[src/rtl/lcd_bus_reader.sv]
// lcd_bus_reader: read-side engine for an HD44780-compatible LCD bus.
// Each accepted request runs one timed read cycle: RS/RW setup, EN strobe, RS/RW hold.
// RS=0 returns busy flag + address counter, RS=1 returns a DDRAM/CGRAM byte.
// Optional busy-flag polling is compiled in when BUSY_POLL_EN is defined.
module lcd_bus_reader #(
  parameter int T_AS     = 3,
  parameter int T_EN     = 16,
  parameter int T_H      = 2,
  parameter int POLL_GAP = 500,
  parameter int POLL_MAX = 255
) (
  input  logic       CLOCK_50,
  input  logic       RST_N,
  input  logic       req_valid,
  input  logic       req_rs,
  output logic       req_ready,
  output logic       rsp_valid,
  output logic [7:0] rsp_data,
  output logic       rsp_busy,
  output logic [6:0] rsp_addr,
  input  logic       poll_start,
  output logic       poll_done,
  output logic       poll_timeout,
  output logic       LCD_EN,
  output logic       LCD_RS,
  output logic       LCD_RW,
  input  logic [7:0] LCD_DATA_IN
);

  localparam logic [7:0] AS_LOAD = 8'(T_AS - 1);
  localparam logic [7:0] EN_LOAD = 8'(T_EN - 1);
  localparam logic [7:0] H_LOAD  = 8'(T_H - 1);

  typedef enum logic [2:0] {
    IDLE,
    SETUP,
    EN_HI,
`ifdef BUSY_POLL_EN
    HOLD,
    POLL_WAIT
`else
    HOLD
`endif
  } state_t;

  state_t     state_q, state_d;
  logic [7:0] cnt_q, cnt_d;
  logic       rs_q, rs_d;
  logic [7:0] byte_q, byte_d;
  logic       rsp_valid_q, rsp_valid_d;
  logic [7:0] rsp_data_q, rsp_data_d;
  logic       rsp_busy_q, rsp_busy_d;
  logic [6:0] rsp_addr_q, rsp_addr_d;

  logic accept;
  logic poll_go;
  logic start;
  logic cnt_zero;
  logic last_en;
  logic last_hold;

  assign accept    = req_ready && req_valid;
  assign start     = poll_go || accept;
  assign cnt_zero  = (cnt_q == 8'd0);
  assign last_en   = (state_q == EN_HI) && cnt_zero;
  assign last_hold = (state_q == HOLD) && cnt_zero;

`ifdef BUSY_POLL_EN
  localparam int GAP_W = (POLL_GAP > 1) ? $clog2(POLL_GAP) : 1;
  localparam logic [GAP_W-1:0] GAP_LOAD  = GAP_W'(POLL_GAP - 1);
  localparam logic [7:0]       POLL_LAST = 8'(POLL_MAX - 1);

  logic             poll_mode_q, poll_mode_d;
  logic [7:0]       poll_cnt_q, poll_cnt_d;
  logic [GAP_W-1:0] gap_q, gap_d;
  logic             poll_done_q, poll_done_d;
  logic             poll_timeout_q, poll_timeout_d;
  logic             poll_again;

  // poll_start wins over req_valid when both arrive in IDLE
  assign poll_go    = req_ready && poll_start;
  assign poll_again = poll_mode_q && byte_q[7] && (poll_cnt_q != POLL_LAST);
`else
  logic [8:0] unused_poll;

  assign poll_go     = 1'b0;
  assign unused_poll = {poll_start, 8'(POLL_GAP) ^ 8'(POLL_MAX)};
`endif

  // State register
  always_ff @(posedge CLOCK_50 or negedge RST_N) begin
    if (!RST_N) state_q <= IDLE;
    else        state_q <= state_d;
  end

  // Next-state: each timed phase exits when its down-counter reaches zero
  always_comb begin
    state_d = state_q;
    case (state_q)
      IDLE:  if (start) state_d = SETUP;
      SETUP: if (cnt_zero) state_d = EN_HI;
      EN_HI: if (cnt_zero) state_d = HOLD;
      HOLD: begin
        if (cnt_zero) begin
`ifdef BUSY_POLL_EN
          state_d = poll_again ? POLL_WAIT : IDLE;
`else
          state_d = IDLE;
`endif
        end
      end
`ifdef BUSY_POLL_EN
      POLL_WAIT: if (gap_q == '0) state_d = SETUP;
`endif
      default: state_d = IDLE;
    endcase
  end

  // Outputs decoded from state; LCD_EN therefore drops the instant reset asserts
  always_comb begin
    LCD_EN    = (state_q == EN_HI);
    LCD_RW    = (state_q == SETUP) || (state_q == EN_HI) || (state_q == HOLD);
    LCD_RS    = LCD_RW && rs_q;
    req_ready = RST_N && (state_q == IDLE) && !rsp_valid_q;
  end

  // Phase counter is reloaded with the phase length minus one on every state change
  always_comb begin
    cnt_d = cnt_q;
    if (state_d != state_q) begin
      case (state_d)
        SETUP:   cnt_d = AS_LOAD;
        EN_HI:   cnt_d = EN_LOAD;
        HOLD:    cnt_d = H_LOAD;
        default: cnt_d = 8'd0;
      endcase
    end else if (!cnt_zero) begin
      cnt_d = cnt_q - 8'd1;
    end
  end

  // Latch RS on accept, sample the pad on the last EN cycle, publish the response after HOLD
  always_comb begin
    rs_d        = rs_q;
    byte_d      = byte_q;
    rsp_valid_d = 1'b0;
    rsp_data_d  = rsp_data_q;
    rsp_busy_d  = rsp_busy_q;
    rsp_addr_d  = rsp_addr_q;
    if (poll_go)     rs_d = 1'b0;
    else if (accept) rs_d = req_rs;
    if (last_en) byte_d = LCD_DATA_IN;
    if (last_hold) begin
      rsp_valid_d = 1'b1;
      rsp_data_d  = byte_q;
      rsp_busy_d  = !rs_q && byte_q[7];
      rsp_addr_d  = rs_q ? 7'd0 : byte_q[6:0];
    end
  end

  // Datapath registers
  always_ff @(posedge CLOCK_50 or negedge RST_N) begin
    if (!RST_N) begin
      cnt_q       <= 8'd0;
      rs_q        <= 1'b0;
      byte_q      <= 8'd0;
      rsp_valid_q <= 1'b0;
      rsp_data_q  <= 8'd0;
      rsp_busy_q  <= 1'b0;
      rsp_addr_q  <= 7'd0;
    end else begin
      cnt_q       <= cnt_d;
      rs_q        <= rs_d;
      byte_q      <= byte_d;
      rsp_valid_q <= rsp_valid_d;
      rsp_data_q  <= rsp_data_d;
      rsp_busy_q  <= rsp_busy_d;
      rsp_addr_q  <= rsp_addr_d;
    end
  end

  assign rsp_valid = rsp_valid_q;
  assign rsp_data  = rsp_data_q;
  assign rsp_busy  = rsp_busy_q;
  assign rsp_addr  = rsp_addr_q;

`ifdef BUSY_POLL_EN
  // Poll bookkeeping: count busy reads, time the gap, flag done or timeout with the final response
  always_comb begin
    poll_mode_d    = poll_mode_q;
    poll_cnt_d     = poll_cnt_q;
    gap_d          = gap_q;
    poll_done_d    = 1'b0;
    poll_timeout_d = 1'b0;
    if (poll_go) begin
      poll_mode_d = 1'b1;
      poll_cnt_d  = 8'd0;
    end
    if (last_hold && poll_mode_q) begin
      if (byte_q[7]) poll_cnt_d = poll_cnt_q + 8'd1;
      poll_done_d    = !byte_q[7];
      poll_timeout_d = byte_q[7] && !poll_again;
      poll_mode_d    = poll_again;
    end
    if ((state_d == POLL_WAIT) && (state_q != POLL_WAIT)) gap_d = GAP_LOAD;
    else if (gap_q != '0)                                 gap_d = gap_q - GAP_W'(1);
  end

  // Poll registers
  always_ff @(posedge CLOCK_50 or negedge RST_N) begin
    if (!RST_N) begin
      poll_mode_q    <= 1'b0;
      poll_cnt_q     <= 8'd0;
      gap_q          <= '0;
      poll_done_q    <= 1'b0;
      poll_timeout_q <= 1'b0;
    end else begin
      poll_mode_q    <= poll_mode_d;
      poll_cnt_q     <= poll_cnt_d;
      gap_q          <= gap_d;
      poll_done_q    <= poll_done_d;
      poll_timeout_q <= poll_timeout_d;
    end
  end

  assign poll_done    = poll_done_q;
  assign poll_timeout = poll_timeout_q;
`else
  assign poll_done    = 1'b0;
  assign poll_timeout = 1'b0;
`endif

endmodule
[config.mk]
export PLATFORM = sky130hd
export DESIGN_NAME = lcd_bus_reader
export DESIGN_NICKNAME = d
export VERILOG_FILES = /design/src/rtl/lcd_bus_reader.sv
export SDC_FILE = /design/constraint.sdc
export NUM_CORES = 1
export LEC_CHECK = 0
export BUFFER_PORTS_ARGS = -buffer_cell sky130_fd_sc_hd__buf_2
export CAP_MARGIN = 25
export CORE_MARGIN = 2
export CORE_UTILIZATION = 50
export CTS_BUF_LIST = sky130_fd_sc_hd__clkbuf_8
export CTS_CLUSTER_DIAMETER = 50
export CTS_CLUSTER_SIZE = 12
export DETAILED_ROUTE_END_ITERATION = 10
export PLACE_DENSITY = 0.77
export SYNTH_ARGS = -nofsm -noshare
export SYNTH_HDL_FRONTEND = slang
export SYNTH_SLANG_ARGS = --single-unit
[constraint.sdc]
create_clock -name CLOCK_50 -period 1.95 [get_ports CLOCK_50]
set_input_delay 0.0975 -clock CLOCK_50 [delete_from_list [all_inputs] [get_ports CLOCK_50]]
set_output_delay 0.0975 -clock CLOCK_50 [all_outputs]
set_load 0.005 [all_outputs]
# Word-level counts from Yosys, hierarchy flattened
# Cells that the tools add are included.
[classes] n_addsub=1 eq_ne=8 muxes=10 n_reduce_logical=13
[ops] op="$mux 8" n=2
[ops] op="$eq 3x2->1 const B" n=4
[ops] op="$mux 3" n=4
[ops] op="$pmux 3 s4" n=1
[ops] op="$pmux 4 s3" n=1
[ops] op="$logic_not 8->1" n=1
[ops] op="$sub 8x1->8 const B" n=1
[ops] op="$logic_and 1x1->1" n=7
[ops] op="$mux 7" n=1
[ops] op="$eq 3x1->1 const B" n=2
[ops] op="$logic_not 3->1" n=1
[ops] op="$ne 3x3->1" n=1
[ops] op="$logic_not 1->1" n=2
[ops] op="$logic_or 1x1->1" n=2
[ops] op="$ne 2x1->1 const B" n=1
[ops] op="$mux 1" n=1
[word_totals] register_bits=37 inputBits=13 output_inout_bits=23 wordCells=40

# Depth between registers and ports, before layout
[logic_depth] word_depth=9 depth_mapped=9

# Least setup slack after synthesis
# Ideal clock, no wire load.
[synth_timing] path_type="register -> register" start="reg cnt_q[0]" end="reg rsp_addr_q[6], in the netlist rsp_addr[6]" setup_time_ps=125 arrival_ps=1930 t_required_ps=1825 setup_slack_ps=-105 path_stages_with_launch=10 n_path_buf=3 synth_period_minus_slack_ps=2055 path_cell_list="dfrtp_1 inv_1 ha_1 nor4b_2 and2_1 buf_4 and4_4 buf_8 buf_12 mux2_4"
[synth_via] elab_chain_len=2
[synth_lines] item="start: declaration" line="47" source="logic [7:0] cnt_q, cnt_d;"
[synth_lines] item="start signal: assignment" line="172" source="cnt_q <= cnt_d;"
[synth_lines] item="$logic_not 8->1" line="64" source="assign cnt_zero = (cnt_q == 8'd0);"
[synth_lines] item="$logic_and 1x1->1" line="66" source="assign last_hold = (state_q == HOLD) && cnt_zero;"
[synth_lines] item="via last_hold" line="60" source="logic last_hold;"
[synth_lines] item="end signal: assignment" line="178" source="rsp_addr_q <= rsp_addr_d;"
[synth_lines] item="end: declaration" line="53" source="logic [6:0] rsp_addr_q, rsp_addr_d;"
# The timed path passes the listed nets, and every way through them passes these cells.
# A chain may end at the register's enable or synchronous reset.

# Final worst setup path
[layout_timing] start="reg cnt_q[1]" end="reg rsp_addr_q[5], in the netlist rsp_addr[5]"
[layout_via] elab_chain_len=2
[layout_lines] item="$logic_not 8->1" line="64"
[layout_lines] item="$logic_and 1x1->1" line="66"
# No other way between the ends.

==> summary.md <==
| Metric | Value |
|---|---|
| Util after Layout | between 60% and 70% |
| WP buf/inv | 2 |
| Die height | 62.4 um |
| Die W | just over 60 um |
| Initial DRC Count | 35 |
| VDD IR max | 0.000721 V |
| Synth Warn # | 0 |
| Most instantiated cells after synthesis | dfrtp_1, mux2_2, a21oi_1 |
| Finish-stage setup viols | 0 |
| Prevailing post-synth register cell | dfrtp_1 |
| Slowest library cell on the worst path | dfrtp_1 |
| Seq/Total Area, Yosys | 54.4% |
| Hold slack | 40.5 ps |
| Number of global-route vias before repair | 1257 |
| DIE AREA | approximately 4000 sq um |
| Final WL | 3.40 mm |
| DP Area | 1970 sq um |
| Starting Density | between 50% and 60% |
| DR pass1 iterations | 6 |
| Total GRT Usage | 19.1% |
| Post-Syn Area per Cell | between 10 and 15 sq um |
| Fmax | 534 MHz |
| Slew Viols, Final | 0 |
| Initial antenna violation count | 0 |
| Area taken by multi-input logic gates | 729 sq um |
| Post-synth cell types | 33 |
| Post-synth EDFFs | 0 |
| LEAKAGE | roughly 0.0011 uW |
| Post-Syn Area | ~1700 sq um |
| Critical Path RT | 2120 ps |
| Pwr Total | between 2000 and 3000 uW |
| Antenna Nets Post-Route | 0 |
| Layout Area Growth over Synthesis | 23.7% |
| Final instance area | 2110 sq um |
| Hold Path Class | in2reg |
| Largest net degree at the start of global routing | 38 |
| Setup CP Type | reg2reg |
| Htree depth | 2 |
| DR vias | 1216 |
| DRC viols | 0 |
| Critical Path Sink Type | flop |
| First-pass GRT wire length | approximately 5.8 mm |
| Max-cap violations | 0 |
| CTS tree | done |
| Fin Clk Skew | 9.25 ps |
| Status | completed |
| Most frequent cell after synthesis | dfrtp_1 |
| Number of buffers added on ports | 32 |
| Post-synth ARST share | 100% |
| CTS buffer count | 5 |
| Clock-pin slew on the worst setup and hold paths | 80 ps |
| Final period util | 96.1% |
| Hpwl dp | 2.37 mm |
| FP Rows | 21 |
| Synth area leader | dfrtp_1 |
| Clock Sinks | 37 |
| Total I/O pin count | 36 |
| Crit-path cells | inv_2 > ha_4 > nor4b_4 > and2_1 > and4_4 > buf_12 > mux2_2 |
| Placer Congestion | 0.763 |
| Post-synth top area share | 54.4% |
| Core area | 3310 sq um |
| Post-DR wirelength/cell | 15.0 um |
| Synth top area cells | dfrtp_1, mux2_2, mux2_4, nor2b_1, a21oi_1 |
| Crit path max-delay family | simple AND/OR/NAND/NOR gates |
| Worst path max stage delay | 410 ps |
| RSZ-0062 raised after global routing | yes |
| CP max FO | 9 |
| Filler cells | 270 |
| N_diodes | 0 |
| Type of origin of the critical path | flop |
| Detailed-route vias per instance | 5.38 |
| Post-Route Setup TNS | 0 ps |
| Nets | 193 |
| Overflow after GRT | 0 |
| PwrDens | between 1000 and 1500 nW/um^2 |
| Clock Tree Buf Depth | 2 |
| Crit path DAT | a little over 2000 ps |
| Register area | 926 sq um |
| Minimum clock period | 1870 ps |
| Root buf cell | clkbuf_8 |
| Post-Syn Instances | 135 |
| Clk_lat worst skew | about 280 ps |
| Share of cells above drive strength 1 | between 40 and 50% |
| Fin. Hold Viols | 0 |
| Yosys reg bits | 37 |
-- timing repair --
action                     4_1_cts  5_1_grt
gates resized for setup          0        2
setup endpoints to repair        0       18
hold buffers                     1        0
hold endpoints to repair        37        0
setup buffers                    0        1
-- power by group --
group | switching, uW | total (uW) | internal, uW
sequential | 199 | 1170 | 968
clock | 268 | 680 | 412
combinational | 426 | 921 | 495
-- worst register-to-register path, delay by kind of cell, from the launching register on --
kind | cells | cell delay, ps
DFF | 1 | 410
adders and majority gates | 1 | 130
muxes | 1 | 330
buffers and inverters | 2 | 230
and+or+nand+nor | 3 | 660
-- flip-flops by register name (all words and copies together) (netlist names) --
name       cells
cnt_q          8
state_q        3
rsp_busy       1
rs_q           1
rsp_valid      1
rsp_addr       7
byte_q         8
rsp_data       8
-- cells by family (layout without fill, tap and decap cells) --
logic type | after synthesis | count (layout) | share of synthesized area [%]
fa+ha+maj | 1 | 1 | 0.735
flops | 37 | 37 | 54.4
buf+inv | 11 | 54 | 4.70
simple gates | 39 | 39 | 13.6
mux | 27 | 27 | 19.7
other cells | 1 | 3 | 0.220
xor+xnor | 1 | 1 | 0.514
compound gates | 18 | 18 | 6.17
-- layout by cell type (no fill, tap or decap), drive strengths merged, types with 4 or more instances in the layout --
| cell | Yosys | layout |
|---|---|---|
| dfrtp | 37 | 37 |
| inv | 4 | 5 |
| buf | 5 | 41 |
| nor2b | 9 | 9 |
| nand2 | 4 | 4 |
| a21oi | 10 | 10 |
| mux2 | 25 | 25 |
| nor2 | 7 | 7 |
| clkbuf | 2 | 6 |
-- cell type report --
type / count / area share (%)
Clock inverter: 2 / 1.60
Clock buffer: 6 / 3.92
Tap cell: 46 / 2.73
Inverter: 4 / 0.713
Sequential cell: 37 / 43.9
Timing Repair Buffer: 42 / 12.5
Multi-Input combinational cell: 89 / 34.6
-- per-stage QoR --
stage | setup slack, ps | std cells
2_1_floorplan | -3.10 | 137
3_3_place_gp | 124 | 216
3_5_place_dp | 57.7 | 216
4_1_cts | 39.1 | 225
5_1_grt | -10.7 | 226
6_report | 77.0 | 226
-- per-layer routing --
metal  track usage (%)  part of all wire [%]  vias to the layer above
li1                  -                     -                      557
met1              25.2                    44                      620
met2              30.6                    51                       35
met3              4.17                   4.1                        4
met4              8.33                  0.94                        0
met5                 0                     0                        -
-- worst paths after layout --
kind	startpoint	end	slack [ps]	cells after the start
min in group asynchronous	RST_N	cnt_q[0]	400	3
max reg2reg	cnt_q[1]	rsp_addr[5]	80	7
max in group asynchronous	RST_N	rsp_busy	1220	3
max	cnt_q[1]	rsp_addr[5]	80	7
min	LCD_DATA_IN[0]	byte_q[0]	40	2
min reg2reg	rsp_addr[1]	rsp_addr[1]	510	1
Power figures use the tool's default switching activity.
